<file path="src/rtl/issue_scheduler_if.sv">
// Fetch-to-decode bundle of the instruction issue scheduler: fetched groups in,
// queue head pair plus hazard/stall/flush controls and issue statistics.
interface issue_scheduler_if;
    logic        FetchValid;
    logic [1:0]  FetchCount;
    logic [31:0] InstrFA;
    logic [31:0] PCPlus4FA;
    logic [31:0] InstrFB;
    logic [31:0] PCPlus4FB;
    logic        FetchReady;
    logic [31:0] InstrA;
    logic [31:0] PCPlus4A;
    logic [31:0] InstrB;
    logic [31:0] PCPlus4B;
    logic        ValidA;
    logic        ValidB;
    logic        PairOK;
    logic        StallD;
    logic        FlushD;
    logic [31:0] DualIssues;
    logic [31:0] SingleIssues;

    modport master (
        output FetchValid, FetchCount, InstrFA, PCPlus4FA, InstrFB, PCPlus4FB,
        output PairOK, StallD, FlushD,
        input  FetchReady, InstrA, PCPlus4A, InstrB, PCPlus4B, ValidA, ValidB,
        input  DualIssues, SingleIssues
    );

    modport slave (
        input  FetchValid, FetchCount, InstrFA, PCPlus4FA, InstrFB, PCPlus4FB,
        input  PairOK, StallD, FlushD,
        output FetchReady, InstrA, PCPlus4A, InstrB, PCPlus4B, ValidA, ValidB,
        output DualIssues, SingleIssues
    );
endinterface

</file>
<file path="src/rtl/issue_scheduler.sv">
// Dual-issue instruction queue between fetch and decode: buffers fetched pairs,
// presents head/head+1 to decode and pops one or two entries per cycle.
module issue_scheduler #(
    parameter int DEPTH  = 4,
    parameter int STAT_W = 32
) (
    input logic              clk,
    input logic              rst_n,
    issue_scheduler_if.slave bus
);
    localparam int AW = $clog2(DEPTH);
    localparam int CW = AW + 1;

    typedef enum logic {RUN, DRAIN} state_t;

    state_t            state;
    state_t            state_nxt;
    logic [31:0]       instr_mem [DEPTH];
    logic [31:0]       pc4_mem   [DEPTH];
    logic [AW-1:0]     head;
    logic [AW-1:0]     tail;
    logic [AW-1:0]     head_b;
    logic [AW-1:0]     tail_b;
    logic [CW-1:0]     count;
    logic [STAT_W-1:0] dual_cnt;
    logic [STAT_W-1:0] single_cnt;
    logic [1:0]        push_n;
    logic [1:0]        pop_n;
    logic              fetch_ready;
    logic              valid_a;
    logic              valid_b;

    // NOTE: sequential state uses <= so every register samples pre-edge values.
    always_ff @(posedge clk) begin
        if (!rst_n) state <= RUN;
        else        state <= state_nxt;
    end

    always_comb begin
        state_nxt = state;
        if (bus.FlushD)          state_nxt = DRAIN;
        else if (state == DRAIN) state_nxt = RUN;
    end

    // NOTE: defaults first in every always_comb, so no path can infer a latch.
    always_comb begin
        fetch_ready = 1'b0;
        valid_a     = 1'b0;
        valid_b     = 1'b0;
        if (state == RUN) begin
            fetch_ready = (CW'(DEPTH) - count) >= CW'(2);
            valid_a     = (count != '0) && !bus.StallD && !bus.FlushD;
            valid_b     = valid_a && (count >= CW'(2)) && bus.PairOK;
        end
    end

    // Only group sizes 1 and 2 are real pushes; fetch_ready is already low in DRAIN.
    always_comb begin
        push_n = 2'd0;
        if (bus.FetchValid && fetch_ready && !bus.FlushD) begin
            if (bus.FetchCount == 2'd1)      push_n = 2'd1;
            else if (bus.FetchCount == 2'd2) push_n = 2'd2;
        end
    end

    assign pop_n  = {1'b0, valid_a} + {1'b0, valid_b};
    assign head_b = head + AW'(1);
    assign tail_b = tail + AW'(1);

    // NOTE: storage is not reset; count alone decides which entries are live.
    always_ff @(posedge clk) begin
        if (push_n != 2'd0) begin
            instr_mem[tail] <= bus.InstrFA;
            pc4_mem[tail]   <= bus.PCPlus4FA;
        end
        if (push_n == 2'd2) begin
            instr_mem[tail_b] <= bus.InstrFB;
            pc4_mem[tail_b]   <= bus.PCPlus4FB;
        end
    end

    always_ff @(posedge clk) begin
        if (!rst_n || bus.FlushD) begin
            head  <= '0;
            tail  <= '0;
            count <= '0;
        end else begin
            head  <= head + AW'(pop_n);
            tail  <= tail + AW'(push_n);
            count <= count + CW'(push_n) - CW'(pop_n);
        end
    end

    // Statistics survive flushes and saturate instead of wrapping.
    always_ff @(posedge clk) begin
        if (!rst_n) begin
            dual_cnt   <= '0;
            single_cnt <= '0;
        end else begin
            if (valid_b && dual_cnt != '1)
                dual_cnt <= dual_cnt + STAT_W'(1);
            if (valid_a && !valid_b && single_cnt != '1)
                single_cnt <= single_cnt + STAT_W'(1);
        end
    end

    assign bus.FetchReady   = fetch_ready;
    assign bus.ValidA       = valid_a;
    assign bus.ValidB       = valid_b;
    assign bus.DualIssues   = 32'(dual_cnt);
    assign bus.SingleIssues = 32'(single_cnt);

    always_comb begin
        bus.InstrA   = '0;
        bus.PCPlus4A = '0;
        bus.InstrB   = '0;
        bus.PCPlus4B = '0;
        if (count != '0) begin
            bus.InstrA   = instr_mem[head];
            bus.PCPlus4A = pc4_mem[head];
        end
        if (count >= CW'(2)) begin
            bus.InstrB   = instr_mem[head_b];
            bus.PCPlus4B = pc4_mem[head_b];
        end
    end
endmodule

</file>
<file path="src/flat_wrapper.sv">
// flat-port wrapper written by rule: the top's interface ports become plain ports
module issue_scheduler_flat 
#(
    parameter int DEPTH  = 4,
    parameter int STAT_W = 32
)
  (clk, rst_n, bus_FetchValid, bus_FetchCount, bus_InstrFA, bus_PCPlus4FA, bus_InstrFB, bus_PCPlus4FB, bus_PairOK, bus_StallD, bus_FlushD, bus_FetchReady, bus_InstrA, bus_PCPlus4A, bus_InstrB, bus_PCPlus4B, bus_ValidA, bus_ValidB, bus_DualIssues, bus_SingleIssues);
  issue_scheduler_if bus_i ();
  input logic clk;
  input logic rst_n;
  input wire logic [$bits(bus_i.FetchValid)-1:0] bus_FetchValid;
  input wire logic [$bits(bus_i.FetchCount)-1:0] bus_FetchCount;
  input wire logic [$bits(bus_i.InstrFA)-1:0] bus_InstrFA;
  input wire logic [$bits(bus_i.PCPlus4FA)-1:0] bus_PCPlus4FA;
  input wire logic [$bits(bus_i.InstrFB)-1:0] bus_InstrFB;
  input wire logic [$bits(bus_i.PCPlus4FB)-1:0] bus_PCPlus4FB;
  input wire logic [$bits(bus_i.PairOK)-1:0] bus_PairOK;
  input wire logic [$bits(bus_i.StallD)-1:0] bus_StallD;
  input wire logic [$bits(bus_i.FlushD)-1:0] bus_FlushD;
  output wire logic [$bits(bus_i.FetchReady)-1:0] bus_FetchReady;
  output wire logic [$bits(bus_i.InstrA)-1:0] bus_InstrA;
  output wire logic [$bits(bus_i.PCPlus4A)-1:0] bus_PCPlus4A;
  output wire logic [$bits(bus_i.InstrB)-1:0] bus_InstrB;
  output wire logic [$bits(bus_i.PCPlus4B)-1:0] bus_PCPlus4B;
  output wire logic [$bits(bus_i.ValidA)-1:0] bus_ValidA;
  output wire logic [$bits(bus_i.ValidB)-1:0] bus_ValidB;
  output wire logic [$bits(bus_i.DualIssues)-1:0] bus_DualIssues;
  output wire logic [$bits(bus_i.SingleIssues)-1:0] bus_SingleIssues;
  assign bus_i.FetchValid = bus_FetchValid;
  assign bus_i.FetchCount = bus_FetchCount;
  assign bus_i.InstrFA = bus_InstrFA;
  assign bus_i.PCPlus4FA = bus_PCPlus4FA;
  assign bus_i.InstrFB = bus_InstrFB;
  assign bus_i.PCPlus4FB = bus_PCPlus4FB;
  assign bus_i.PairOK = bus_PairOK;
  assign bus_i.StallD = bus_StallD;
  assign bus_i.FlushD = bus_FlushD;
  assign bus_FetchReady = bus_i.FetchReady;
  assign bus_InstrA = bus_i.InstrA;
  assign bus_PCPlus4A = bus_i.PCPlus4A;
  assign bus_InstrB = bus_i.InstrB;
  assign bus_PCPlus4B = bus_i.PCPlus4B;
  assign bus_ValidA = bus_i.ValidA;
  assign bus_ValidB = bus_i.ValidB;
  assign bus_DualIssues = bus_i.DualIssues;
  assign bus_SingleIssues = bus_i.SingleIssues;
  issue_scheduler #(.DEPTH(DEPTH), .STAT_W(STAT_W)) u_core (.clk(clk), .rst_n(rst_n), .bus(bus_i));
endmodule
</file>
<file path="config.mk">
export PLATFORM = sky130hd
export DESIGN_NAME = issue_scheduler_flat
export DESIGN_NICKNAME = d
export VERILOG_FILES = /design/src/rtl/issue_scheduler_if.sv /design/src/rtl/issue_scheduler.sv /design/src/flat_wrapper.sv
export SDC_FILE = /design/constraint.sdc
export NUM_CORES = 1
export LEC_CHECK = 0
export CORE_ASPECT_RATIO = 1.5
export CORE_MARGIN = 10
export CORE_UTILIZATION = 40
export DETAILED_ROUTE_END_ITERATION = 8
export GPL_TIMING_DRIVEN = 1
export PLACE_DENSITY_LB_ADDON = 0.05
export REMOVE_ABC_BUFFERS = 1
export SKIP_CTS_REPAIR_TIMING = 1
export SLEW_MARGIN = 5
export SYNTH_ARGS = -nofsm -noshare
export SYNTH_HDL_FRONTEND = slang
export SYNTH_SLANG_ARGS = --single-unit
export TNS_END_PERCENT = 5
</file>
<file path="constraint.sdc">
create_clock -name clk -period 14.3 [get_ports clk]
set_input_delay 2.145 -clock clk [delete_from_list [all_inputs] [get_ports clk]]
set_output_delay 2.145 -clock clk [all_outputs]
set_load 0.05 [all_outputs]
</file>
# After elaboration in Yosys (flattened, before gate mapping)

Memory sizes are Yosys's and may differ from the RTL's. A register that Yosys moved wholly into a read port is not among the register bits.
Index checks and enable logic that the tools add are counted.

$add $sub $neg: 10
Order comparisons: 2
Eq/ne operators: 5
Multiplexer cells: 17
Reductions and logical operators: 16

Operators by type and width:

| operator                                                                            | number |
|---|---|
| 32-bit two-way mux                                                                  | 4 |
| 32-bit by 1-bit adder with 32-bit output, second input constant                     | 2 |
| 32-bit inequality test, second input constant                                       | 2 |
| 2-bit two-way mux                                                                   | 5 |
| 1-bit logical AND                                                                   | 9 |
| 1-bit two-way mux                                                                   | 8 |
| 3-bit by 2-bit greater-or-equal comparator with 1-bit output, second input constant | 2 |
| 2-bit by 1-bit adder with 2-bit output, second input constant                       | 2 |
| 2-bit adder                                                                         | 2 |
| 2-bit equality test, second input constant                                          | 2 |
| 1-bit logical NOT                                                                   | 4 |
| 3-bit by 2-bit adder with 3-bit output                                              | 1 |
| 3-bit nonzero test                                                                  | 1 |
| 3-bit by 2-bit subtractor with 3-bit output                                         | 1 |
| 3-bit subtractor, first input constant                                              | 1 |
| 1-bit by 1-bit adder with 2-bit output                                              | 1 |
| 2-bit by 1-bit equality test with 1-bit output, second input constant               | 1 |
| 2-bit nonzero test                                                                  | 1 |
| 1-bit logical OR                                                                    | 1 |

Flip-flop bits (word level): 72
Bits in writable memories: 256
Input bits: 136
Memories kept: 2

Memories:

| name             | depth | width | read ports | clocked after memory_dff | wr ports | line                  | RTL |
|---|---|---|---|---|---|---|---|
| u_core.instr_mem | 4     | 32    | 2          | 1                        | 2        | issue_scheduler.sv:18 | `logic [31:0] instr_mem [DEPTH];` |
| u_core.pc4_mem   | 4     | 32    | 2          | 1                        | 2        | issue_scheduler.sv:19 | `logic [31:0] pc4_mem [DEPTH];` |

# Longest topological paths before layout

Gate-level depths: netlist of run 1.

Depth after elaboration: 9
Depth in mapped cells: 15
Gate-level depth less buffers: 15

# Worst setup path after synthesis of run 1

No wires, ideal clock.

Kind: in2reg
Start: in bus_FlushD
End: mem u_core.instr_mem[0][0] (enable)
Setup time: 0.574 ns
Data arrival time: 7.482 ns
Required time: 13.726 ns
Slack: 6.243 ns
Stages on the path: 4
Path through: nand2b_1 > nor4b_1 > o21bai_1 > o21ai_0

RTL lines:

| item               | line                  | RTL |
|---|---|---|
| start: declaration | flat_wrapper.sv:19    | `input wire logic [$bits(bus_i.FlushD)-1:0] bus_FlushD;` |
| end: declaration   | issue_scheduler.sv:18 |  |

# Final worst setup path of run 1

Start: in bus_FlushD
End: out bus_ValidB

Longest elaborated chain between the ends: 5

RTL lines:

| item                            | line                  | RTL |
|---|---|---|
| 1-bit logical NOT               | issue_scheduler.sv:52 | `valid_a = (count != '0) && !bus.StallD && !bus.FlushD;` |
| 1-bit logical AND               | issue_scheduler.sv:52 |  |
| 1-bit logical AND (2 in series) | issue_scheduler.sv:53 | `valid_b = valid_a && (count >= CW'(2)) && bus.PairOK;` |
| 1-bit two-way mux               | issue_scheduler.sv:50 | `if (state == RUN) begin` |
| end: declaration                | flat_wrapper.sv:26    | `output wire logic [$bits(bus_i.ValidB)-1:0] bus_ValidB;` |

No other way between the ends.

==> reports/results.txt, run 1 <==
effective utilization at floorplan -> 0.4049
largest family of logic cells by synthesized area -> multiplexers
leakage power -> 7.382 nW
reported net switching power -> 0.0005156 W
cell area after layout -> 23550 um^2
number of clock sinks seen by CTS -> 328
summed instance area of the synthesized netlist -> 18530 um^2
required time of the critical path -> 12150 ps
CTS tree -> yes
number of rows created at floorplan -> 96
MaxCap Viol Count -> 0
die height -> 283.6 um
relative max-transition margin -> 0.2712
Total Routed Length -> 55200 um
crit share post-route -> 0.4485
data arrival at the endpoint of the critical path -> 4270 ps
cell taking the most area after synthesis -> sky130_fd_sc_hd__edfxtp_1
total power per unit cell area -> 91.82 nW/um^2
buffer depth of the longest clock path -> 3
layout-stage area growth over the synthesis result -> 27.10%
initial antenna violation count -> 8
PnR Total Power -> 0.002163 W
I/O pin count -> 331
buffers added on ports -> 330
worst-skew pair later-pin latency -> 530 ps
HPWL after DPL -> 36190 um
Yosys warning count -> 0
fraction of final layout cells with drive strength greater than 1 -> 0.2989
number of fillers in the final layout -> 4017
number of clock buffers inserted by TritonCTS -> 35
Clk pin slew, worst setup/hold paths -> 60 ps
Critical Path, Cell by Cell -> clkdlybuf4s50_1, nor4_4, nand3_1, inv_2, clkdlybuf4s50_1
maximum fanout encountered on the critical timing path -> 6
number of levels in the clock H-tree -> 2
layout net count -> 1759
Post-Synthesis Mean Instance Area -> 14.12 um^2
leading post-synthesis cells by cell area -> sky130_fd_sc_hd__edfxtp_1 41%, sky130_fd_sc_hd__mux2_2 16%, sky130_fd_sc_hd__mux4_2 16%
final worst path period need -> 6414 ps
clock network fraction of total power -> 0.404
kind of end point of the critical path -> output port
post-synthesis cell type count -> 50
detailed-route via count -> 12.67k
synthesized netlist cell count -> 1312
clock skew after layout -> 15.70 ps
leading post-synthesis cells by instance count -> 256 x sky130_fd_sc_hd__edfxtp_1, 256 x sky130_fd_sc_hd__mux2_2, 128 x sky130_fd_sc_hd__mux4_2
crit path buf inv count -> 3
Routed wire per std cell -> 24.78 um
Largest delay share family, worst path -> buffers and inverters
cell type with the highest occurrence count on the critical path -> sky130_fd_sc_hd__clkdlybuf4s50_1
summed negative setup slack over all endpoints -> 0 ps
first-pass GRT wire length -> 83460 um
CTS Root Buffer Type -> sky130_fd_sc_hd__clkbuf_16
number of nets with antenna violations after routing -> 0
type of element launching the critical path -> input port
max frequency -> 155.9 MHz
max-slew violation total from the final report -> 0
worst setup path category -> input port to output port
synthesized-area fraction occupied by and/or/nand/nor cells -> 0.1114
maximum single-stage delay on the critical path -> 820 ps
horizontal extent of the die -> 195.7 um
worst min-delay path category -> flip-flop to flip-flop
portion of total power attributed to combinational logic -> 0.113
drt via density -> 5.686
Synth Register Bits -> 328
First-pass DRT Iterations -> 4
DR DRC count -> 0
Primary FF master, synth -> sky130_fd_sc_hd__edfxtp_1
ys async rst share -> 0
aggregate global-route resource usage -> 0.1927
slew of the pin with the lowest slew margin -> 1093 ps
vias in the first global route -> 13.58k
initial detailed-routing violation count -> 561
IR drop worst, VDD -> 93.88 uV
RSZ-0062 raised after global routing -> false
number of enable flip-flop cells after synthesis -> 256
Area after DPL -> 22450 um^2
total setup violations reported at the end of the flow -> 0
reg-to-reg slack, setup -> 9980 ps
xor and xnor area share after synthesis -> 0.007090
slowest cell on the critical path -> sky130_fd_sc_hd__clkdlybuf4s50_1
share of the yosys chip area belonging to registers -> 0.4927
Overflow after GRT -> 0
net switching fraction of the power -> 0.2384
area share of the largest cell type after synthesis -> 0.4149
largest net degree at the start of global routing -> 76
number of hold-slack violations in the final timing report -> 0
complex-gate fraction of the synthesized area -> 0.03268
adder and majority cell fraction of the synthesized area -> 0.009589
die footprint -> 55510 um^2
Routability Congestion -> 0.7837
internal power component -> 0.001647 W
share of cell area taken by muxes after synthesis -> 0.3214
standard cell core area -> 45760 um^2
run status -> completed
share of power burned in registers -> 0.483
## sequential cells by signal, summed over array words and instances (netlist names)
signal / count
u_core.count: 3
u_core.bus.SingleIssues: 32
u_core.pc4_mem: 128
u_core.tail: 2
u_core.head: 2
u_core.state: 1
u_core.bus.DualIssues: 32
u_core.instr_mem: 128
## path summary, 6_finish.rpt
kind                              from                   endpoint  cells after the start
max                         bus_FlushD                 bus_ValidB                      5
min          u_core.bus.DualIssues[13]  u_core.bus.DualIssues[13]                      2
max reg2reg            u_core.count[1]    u_core.instr_mem[3][18]                      9
min reg2reg  u_core.bus.DualIssues[13]  u_core.bus.DualIssues[13]                      2
## power groups by stage
stage | sequential (W) | clock [W] | combinational [W]
finish | 0.00104 | 0.000874 | 0.000243
global route | 0.00104 | 0.000938 | 0.000260
CTS | 0.00104 | 0.000901 | 0.000247
detailed placement | 0.00107 | 0 | 0.000246
global placement | 0.00106 | 0 | 0.000244
floorplan | 0.00107 | 0 | 0.000133
## metal layers
| metal | track usage | vias to the layer above | wire, um |
|---|---|---|---|
| met3 | 0.04740 | 81 | 3336 |
| met5 | 0 | - | 54 |
| met1 | 0.2215 | 6478 | 21490 |
| met2 | 0.3407 | 360 | 28940 |
| met4 | 0.06468 | 8 | 1381 |
| li1 | - | 5742 | - |
## logic make-up (layout without fill, tap and decap cells)
family | count (synthesis) | count (layout)
mux | 403 | 403
simple gates | 346 | 346
flops | 328 | 328
buf+inv | 114 | 438
compound gates | 93 | 93
xor+xnor | 15 | 15
fa+ha+maj | 13 | 13
other cells | 0 | 4
## per-stage QoR
stage,hold slack (ps),setup WS [ps],instances,utilization
after floorplan,630.2,5512,1219,-
after global placement,473.4,7907,2161,0.4907
after detailed placement,478.9,7896,2161,0.4907
after CTS,490.7,7879,2224,0.5144
after global routing,523.4,7749,2228,0.5146
final,489.9,7886,2228,0.5146
## worst min-delay path: stages, from the launching register on
cell                      delay (ps)
sky130_fd_sc_hd__dfxtp_1         330
sky130_fd_sc_hd__nand2_1          60
sky130_fd_sc_hd__mux2i_1          50
## cells in the final DEF (no fill, tap or decap), types with 24 or more instances in the layout
| cell type | count |
|---|---|
| sky130_fd_sc_hd__clkdlybuf4s50_1 | 330 |
| sky130_fd_sc_hd__mux4_2 | 128 |
| sky130_fd_sc_hd__clkbuf_16 | 37 |
| sky130_fd_sc_hd__edfxtp_1 | 256 |
| sky130_fd_sc_hd__or4_1 | 26 |
| sky130_fd_sc_hd__nand2_1 | 60 |
| sky130_fd_sc_hd__and2_1 | 69 |
| sky130_fd_sc_hd__a21oi_1 | 35 |
| sky130_fd_sc_hd__nor2_1 | 25 |
| sky130_fd_sc_hd__buf_4 | 24 |
| sky130_fd_sc_hd__nor2b_1 | 64 |
| sky130_fd_sc_hd__dfxtp_1 | 70 |
| sky130_fd_sc_hd__mux2_2 | 256 |
## final cells by class
class	count	area, um^2	share of cell area
repair buffers	354	3483	0.1479
inverters	21	78.83	0.003347
diodes	4	10.01	0.0004250
clock inverters	15	68.82	0.002922
flip-flops and latches	328	9136	0.3879
clock buffers	48	1018	0.04325
well taps	588	735.7	0.03124
multi-input cells	870	9020	0.3830
Power figures use the tool's default switching activity.
==> inputs of run 2 (changes only) <==
- clock period: 14.3 -> 6.5 ns (I/O delays scaled with it)
==> run 2 against run 1 <==
Against the previous run:
- final cell count about the same
- utilization grew 0.28 points
- highest routed layer unchanged
- combinational power increased by 120%
- critical path type is now flip-flop to output port
- worst hold slack got worse by 3.4 ps
- largest cell class unchanged
- largest power group unchanged
- critical path depth decreased by 1
- sequential cell count unchanged
- routed wire length is 0.20% higher
- worst setup slack got worse by 5900 ps
==> reports/results.txt, run 2 (synthesis results as in run 1) <==
fraction of final layout cells with drive strength greater than 1 -> 0.2995 (+0.0006112)
worst-skew pair later-pin latency -> 520 ps (about the same)
Routability Congestion -> 0.7931 (+1.2%)
total setup violations reported at the end of the flow -> 0 (unchanged)
worst setup path category -> flip-flop to output port
buffers added on ports -> 330 (unchanged)
crit share post-route -> 0.6927
IR drop worst, VDD -> 167.5 uV (+78%)
number of clock sinks seen by CTS -> 328 (unchanged)
Routed wire per std cell -> 24.81 um (+0.15%)
total power per unit cell area -> 207.7 nW/um^2 (+130%)
RSZ-0062 raised after global routing -> false
number of levels in the clock H-tree -> 2 (unchanged)
largest net degree at the start of global routing -> 66 (-13%)
Clk pin slew, worst setup/hold paths -> 60 ps (about the same)
number of hold-slack violations in the final timing report -> 0 (unchanged)
die height -> 283.6 um (unchanged)
drt via density -> 5.695 (+0.15%)
die footprint -> 55510 um^2 (unchanged)
Worst Slack Setup Final -> 1998 ps (-5888 ps)
First-pass DRT Iterations -> 5 (+1)
leakage power -> 7.429 nW (+0.63%)
run status -> completed
initial detailed-routing violation count -> 604 (+7.7%)
max frequency -> 222.1 MHz
clock skew after layout -> 9.564 ps (-6.140 ps)
required time of the critical path -> 5520 ps (-6630 ps)
layout net count -> 1760 (+0.057%)
horizontal extent of the die -> 195.7 um (unchanged)
HPWL after DPL -> 36140 um (-0.13%)
cell area after layout -> 23680 um^2 (+0.54%)
CTS Root Buffer Type -> sky130_fd_sc_hd__clkbuf_16
number of nets with antenna violations after routing -> 0 (unchanged)
CTS tree -> yes
type of element launching the critical path -> flip-flop
maximum fanout encountered on the critical timing path -> 40 (+34)
worst min-delay path category -> flip-flop to flip-flop
kind of end point of the critical path -> output port
MaxCap Viol Count -> 0 (unchanged)
relative max-transition margin -> 0.2967 (+0.02550)
layout-stage area growth over the synthesis result -> 27.79%
final worst path period need -> 4502 ps
worst setup slack after placement -> 2140 ps (-5756 ps)
Area after DPL -> 22490 um^2 (+0.15%)
slew of the pin with the lowest slew margin -> 1055 ps (-38.25 ps)
DR DRC count -> 0 (unchanged)
Overflow after GRT -> 0 (unchanged)
vias in the first global route -> 13.42k (-1.2%)
first-pass GRT wire length -> 83130 um (-0.40%)
initial antenna violation count -> 11 (+3)
most used cells in the layout excluding fill and tap cells -> 330 x sky130_fd_sc_hd__clkdlybuf4s50_1, 256 x sky130_fd_sc_hd__mux2_2, 256 x sky130_fd_sc_hd__edfxtp_1
registers with the most flip-flops -> u_core.instr_mem: 128 flops, u_core.pc4_mem: 128 flops
Total Routed Length -> 55310 um (+0.20%)
max-slew violation total from the final report -> 0 (unchanged)
number of clock buffers inserted by TritonCTS -> 35 (unchanged)
detailed-route via count -> 12.69k (+0.20%)
effective utilization at floorplan -> 0.4049 (unchanged)
number of fillers in the final layout -> 3994 (-0.57%)
number of rows created at floorplan -> 96 (unchanged)
buffer depth of the longest clock path -> 3 (unchanged)
I/O pin count -> 331 (unchanged)
most common cell after layout, fill and taps aside -> sky130_fd_sc_hd__clkdlybuf4s50_1
standard cell core area -> 45760 um^2 (unchanged)
data arrival at the endpoint of the critical path -> 3530 ps (-740 ps)
aggregate global-route resource usage -> 0.1924 (-0.0002726)
run 2: final cells by class:
class | instances | area [um^2] | area share
antenna | 5 | 12.51 | 0.0005284
clock buffer | 47 | 1007 | 0.04254
clock inverter | 15 | 172.7 | 0.007292
inverter | 21 | 78.83 | 0.003329
multi-input combinational | 870 | 9020 | 0.3809
sequential | 328 | 9136 | 0.3858
tap | 588 | 735.7 | 0.03107
timing repair buffer | 355 | 3516 | 0.1485
run 2: layer usage:
metal,vias to the layer above,GRT usage,share of wire
li1,5742,-,-
met1,6491,0.2130,0.37
met2,379,0.3479,0.53
met3,70,0.05331,0.075
met4,12,0.05836,0.023
met5,-,0,0.0016
run 2: through the flow:
step,power (W),cells,TNS (ps),hold WS (ps),util
finish,0.004919,2229,0,486.5,0.5174
global route,0.005101,2229,0,526.3,0.5174
CTS,0.004991,2224,0,490.1,0.5171
detailed placement,0.002890,2162,0,477.8,0.4914
global placement,0.002884,2162,0,472.0,0.4914
floorplan,0.002637,1219,-287100,630.2,-
run 2: report_power, final:
part	switching (W)	internal [W]	total [W]	leakage [nW]
sequential	0.0000128	0.00229	0.00230	2.89
combinational	0.000298	0.000242	0.000540	3.95
clock	0.000833	0.00125	0.00208	0.583
total	0.00114	0.00377	0.00492	7.43
run 2: worst max-delay path, stage by stage, from the launching register on:
cell	delay, ps
sky130_fd_sc_hd__dfxtp_4	860
sky130_fd_sc_hd__buf_4	620
sky130_fd_sc_hd__mux4_2	560
sky130_fd_sc_hd__nor2b_1	170
sky130_fd_sc_hd__clkdlybuf4s50_1	770
run 2: worst paths after layout:
check / from / end / slack, ps / cells past startpoint
min: u_core.bus.DualIssues[16] / u_core.bus.DualIssues[16] / 490 / 2
min reg2reg: u_core.bus.DualIssues[16] / u_core.bus.DualIssues[16] / 490 / 2
max reg2reg: u_core.count[1] / u_core.bus.SingleIssues[26] / 2660 / 11
max: u_core.head[1] / bus_PCPlus4A[31] / 2000 / 4
